<file path="config.mk">
export PLATFORM = sky130hd
export DESIGN_NAME = f_op_issuer
export DESIGN_NICKNAME = d
export VERILOG_FILES = /design/src/rtl/f_issue_pkg.sv /design/src/rtl/f_result_fifo.sv /design/src/rtl/f_op_issuer.sv
export SDC_FILE = /design/constraint.sdc
export NUM_CORES = 1
export LEC_CHECK = 0
export ABC_CLOCK_PERIOD_IN_PS = 2600
export CAP_MARGIN = 20
export CORE_ASPECT_RATIO = 1.75
export CORE_MARGIN = 3
export CORE_UTILIZATION = 40
export DETAILED_ROUTE_END_ITERATION = 12
export PLACE_DENSITY = 0.85
export SETUP_SLACK_MARGIN = 0.02
export SKIP_CTS_REPAIR_TIMING = 1
export SLEW_MARGIN = 20
export SYNTH_ARGS = -nofsm -noshare
export SYNTH_HDL_FRONTEND = slang
export SYNTH_SLANG_ARGS = --single-unit
</file>
<file path="constraint.sdc">
create_clock -name clk -period 2.6 [get_ports clk]
set_input_delay 0.39 -clock clk [delete_from_list [all_inputs] [get_ports clk]]
set_output_delay 0.39 -clock clk [all_outputs]
set_load 0.02 [all_outputs]
</file>
<file path="src/rtl/f_issue_pkg.sv">
// Shared types and defaults for the FPU operation issuer.
// The result record is sized for the widest supported operand format.
package f_issue_pkg;

    localparam int F_ISSUE_FLEN = 64;
    localparam int F_ISSUE_DEPTH_DEFAULT = 4;

    typedef struct packed {
        logic                    error;
        logic [F_ISSUE_FLEN-1:0] data;
    } f_result_t;

endpackage

</file>
<file path="src/rtl/f_result_fifo.sv">
// Result buffer between the FPU wrapper return path and the downstream stream.
// Registered pointers; storage is written on the clock edge and read combinationally at the head.
module f_result_fifo
    import f_issue_pkg::*;
#(
    parameter int DEPTH = F_ISSUE_DEPTH_DEFAULT
) (
    input  logic                         clk,
    input  logic                         rst,
    input  logic                         push,
    input  f_result_t                    din,
    input  logic                         pop,
    output logic                         full,
    output logic                         empty,
    output logic [$clog2(DEPTH+1)-1:0]   count,
    output f_result_t                    head
);

    localparam int AW = $clog2(DEPTH);
    localparam int CW = $clog2(DEPTH+1);

    f_result_t     mem [DEPTH];
    logic [AW-1:0] wr_ptr;
    logic [AW-1:0] rd_ptr;
    logic          do_push;
    logic          do_pop;

    assign full    = (count == CW'(DEPTH));
    assign empty   = (count == '0);
    assign do_push = push && !full;
    assign do_pop  = pop && !empty;
    assign head    = mem[rd_ptr];

    always_ff @(posedge clk) begin
        if (do_push) begin
            mem[wr_ptr] <= din;
        end
    end

    // Power-of-two depth lets the pointers wrap naturally.
    always_ff @(posedge clk or posedge rst) begin
        if (rst) begin
            wr_ptr <= '0;
            rd_ptr <= '0;
            count  <= '0;
        end else begin
            if (do_push) begin
                wr_ptr <= wr_ptr + 1'b1;
            end
            if (do_pop) begin
                rd_ptr <= rd_ptr + 1'b1;
            end
            case ({do_push, do_pop})
                2'b10:   count <= count + 1'b1;
                2'b01:   count <= count - 1'b1;
                default: count <= count;
            endcase
        end
    end

endmodule

</file>
<file path="src/rtl/f_op_issuer.sv">
// Issues operand pairs to a single-op FPU wrapper and buffers its results.
// Credits cover in-flight plus buffered results, so the no-backpressure return never overflows.
module f_op_issuer
    import f_issue_pkg::*;
#(
    parameter int FLEN  = F_ISSUE_FLEN,
    parameter int DEPTH = F_ISSUE_DEPTH_DEFAULT
) (
    input  logic                       clk,
    input  logic                       rst,
    input  logic                       arg_vld,
    output logic                       arg_rdy,
    input  logic [FLEN-1:0]            arg_a,
    input  logic [FLEN-1:0]            arg_b,
    output logic                       fu_up_valid,
    output logic [FLEN-1:0]            fu_a,
    output logic [FLEN-1:0]            fu_b,
    input  logic                       fu_busy,
    input  logic                       fu_down_valid,
    input  logic [FLEN-1:0]            fu_res,
    input  logic                       fu_error,
    output logic                       res_vld,
    input  logic                       res_rdy,
    output logic [FLEN-1:0]            res_data,
    output logic                       res_error,
    output logic [$clog2(DEPTH+1)-1:0] outstanding,
    output logic                       err_sticky,
    output logic                       spurious,
    input  logic                       err_clr
);

    localparam int CW = $clog2(DEPTH+1);

    logic [CW-1:0] fifo_count;
    logic [CW:0]   credit_sum;
    logic          credit_ok;
    logic          issue;
    logic          ret;
    logic          push;
    logic          pop;
    logic          fifo_full;
    logic          fifo_empty;
    f_result_t     wr_entry;
    f_result_t     head;

    assign credit_sum  = {1'b0, outstanding} + {1'b0, fifo_count};
    assign credit_ok   = credit_sum < (CW+1)'(DEPTH);
    assign arg_rdy     = !fu_busy && credit_ok;
    assign issue       = arg_vld && arg_rdy;
    assign fu_up_valid = issue;
    assign fu_a        = arg_a;
    assign fu_b        = arg_b;

    assign ret  = fu_down_valid && (outstanding != '0);
    assign push = ret && !fifo_full;
    assign pop  = res_vld && res_rdy;

    assign wr_entry.error = fu_error;
    assign wr_entry.data  = F_ISSUE_FLEN'(fu_res);

    f_result_fifo #(
        .DEPTH(DEPTH)
    ) u_fifo (
        .clk   (clk),
        .rst   (rst),
        .push  (push),
        .din   (wr_entry),
        .pop   (pop),
        .full  (fifo_full),
        .empty (fifo_empty),
        .count (fifo_count),
        .head  (head)
    );

    assign res_vld   = !fifo_empty;
    assign res_data  = head.data[FLEN-1:0];
    assign res_error = head.error;

    always_ff @(posedge clk or posedge rst) begin
        if (rst) begin
            outstanding <= '0;
            err_sticky  <= 1'b0;
            spurious    <= 1'b0;
        end else begin
            case ({issue, ret})
                2'b10:   outstanding <= outstanding + 1'b1;
                2'b01:   outstanding <= outstanding - 1'b1;
                default: outstanding <= outstanding;
            endcase
            // A new event in the clear cycle must not be lost.
            if (push && fu_error) begin
                err_sticky <= 1'b1;
            end else if (err_clr) begin
                err_sticky <= 1'b0;
            end
            if (fu_down_valid && (outstanding == '0)) begin
                spurious <= 1'b1;
            end else if (err_clr) begin
                spurious <= 1'b0;
            end
        end
    end

endmodule
</file>
==> out/results.tsv <==
metric	value	unit
yosysTopAreaCell	edfxtp_1	
cts_buffer_depth	3	
synth.distinct_cells	26	
tightest_slew	0.507	ns
synth_top_area_share	70.3	%
drive_gt1_share	27.3	%
status	finished clean	
finalCritPeriodShare	99.0	%
final_common_cell	edfxtp_1	
synthCells	532	
insertion_delay	0.51	ns
design_area	13100	µm²
fmax	388	MHz
cpMaxStageDelayCell	or4_4	
final_cells	966	
reg2reg_depth	9	
die_area	29900	µm²
post_dp_cell_area	12200	µm²
grt_use_total	19.2	%
ys_seq_area_share	73.0	%
num_rows	80	
crit_arrival	2.18	ns
hpwl	21700	µm
path_class	reg2out	
cp.required	2.21	ns
syn_to_final_growth	17.6	%
clk_pin_slew	0.08	ns
rsz0062_at_grt	true	
place_inst	918	
multi_input_area	1880	µm²
io_pins	401	
grt_max_degree	67	
insertedDiodeCount	0	
finalSetupTns	0	ns
die_w	132	µm
grt_pass1_wl	40500	µm
routed_via_density	5.04	
reg2reg_setup_slack	0.12	ns
finalWorstSetupSlack	0.0257	ns
critPathCaptureType	primary output	
mostFrequentLayoutCells	edfxtp_1 (260), clkdlybuf4s50_1 (77), mux4_2 (65)	
pwr_density_cell	1180	nW/µm²
critPathMaxStageDelay	0.49	ns
relSlewSlack	66.2	%
start_kind	flop	
cts.sinks	272	
syn_avg_cell_area	20.9	µm²
path_max_fanout	2	
synthTopCellsByArea	edfxtp_1 (70%), mux4_2 (13%), buf_4 (8.8%), dfrtp_1 (2.7%), ha_1 (0.90%)	
drtPass1Iterations	4	
ys_ff_latch	272	
drv_slew	0	
min_period	2.57	ns
peakVddDrop	0.000838	V
synth_warnings	0	
start_util	40.7	%
critical_path_depth	5	
n_fill_cell	2116	
wl_per_cell	30.7	µm
finalSetupViolations	0	
crit_buf_inv	1	
path_cells	ha_1, or4_4, a31oi_4, and2_1, buf_4	
gp_congestion	0.747	
synth_area	11100	µm²
drtIter0Drc	271	
antenna_left	0	
antenna_found_initial	0	
pre_cts_slack	-0.0863	ns
clock_skew	0.0168	ns
hold_path_class	in2async	
drv_cap	0	
root_buffer	clkbuf_16	
core-area	27300	µm²
portBuffers	144	
final_nets	791	
synth_nets	742	
wl	29700	µm
post-route-drc-count	0	
cts_buffers	22	
p_leak	4.64	nW
fp.dieH	227	µm
tritoncts	yes	
crit_family	simple AND/OR/NAND/NOR gates	
grt_pass1_vias	5206	
hold_viol	0	
gr-total-overflow	0	
via_count	4865	
cts_max_level	1	
regArea	8110	µm²
[per-layer routing]
metal	vias up	global-route usage [%]	wire length, µm
met4	0	11.9	2120
li1	2050	-	-
met3	129	15.9	5710
met1	2437	15.3	7150
met5	-	0	0
met2	249	31.5	14700
[worst paths after layout]
kind | startpoint | to
worst max-delay path | outstanding[2] | fu_up_valid
worst min-delay path | rst | err_sticky
worst max register to register | outstanding[2] | outstanding[1]
worst min register to register | spurious | spurious
max in group asynchronous | rst | u_fifo.rd_ptr[0]
min in group clk | fu_res[2] | u_fifo.mem[2][2]
[state kept, by name (all words and copies together) (netlist names)]
register and cells:
u_fifo.count 3, u_fifo.mem 260, spurious 1, outstanding 3
u_fifo.wr_ptr 2, err_sticky 1, u_fifo.rd_ptr 2
[cells in the mapped netlist, drive strengths merged]
| library cell | instances |
|---|---|
| a22o | 2 |
| a311oi | 1 |
| a31oi | 1 |
| and2 | 5 |
| buf | 141 |
| clkbuf | 2 |
| dfrtp | 12 |
| edfxtp | 260 |
| fa | 2 |
| ha | 8 |
| inv | 12 |
| mux2 | 1 |
| mux2i | 2 |
| mux4 | 65 |
| nand2 | 2 |
| nor2 | 3 |
| nor3 | 1 |
| o31a | 1 |
| or3 | 1 |
| or4 | 1 |
| xnor2 | 4 |
| xor2 | 5 |
[layout make-up]
cell class / count / area share (%)
clock buffer: 30 / 4.68
clock inverter: 10 / 1.02
inverter: 12 / 0.345
multi-input combinational: 105 / 14.4
sequential: 272 / 62.1
tap: 369 / 3.53
timing repair buffer: 168 / 14.0
[metrics by stage]
stage | hold slack, ns | total power, W | utilization (%)
floorplan | 0.255 | 0.00992 | -
CTS | 0.192 | 0.0156 | 47.3
global placement | 0.512 | 0.0120 | 44.6
global route | 0.243 | 0.0160 | 47.8
finish | 0.201 | 0.0154 | 47.8
detailed placement | 0.513 | 0.0122 | 44.6
[where the power goes]
| group | switching (W) | internal, W |
|---|---|---|
| registers | 0.000293 | 0.00582 |
| clock network | 0.00146 | 0.00197 |
| logic | 0.00307 | 0.00275 |
[cells by family after synthesis]
family | count (synthesis) | synth area share [%]
compound gates | 5 | 0.586
xor+xnor | 9 | 0.709
fa+ha+maj | 10 | 1.26
buf+inv | 155 | 10.4
flops | 272 | 73.0
mux | 68 | 13.5
simple gates | 13 | 0.664
(Power assumes the default switching activity.)
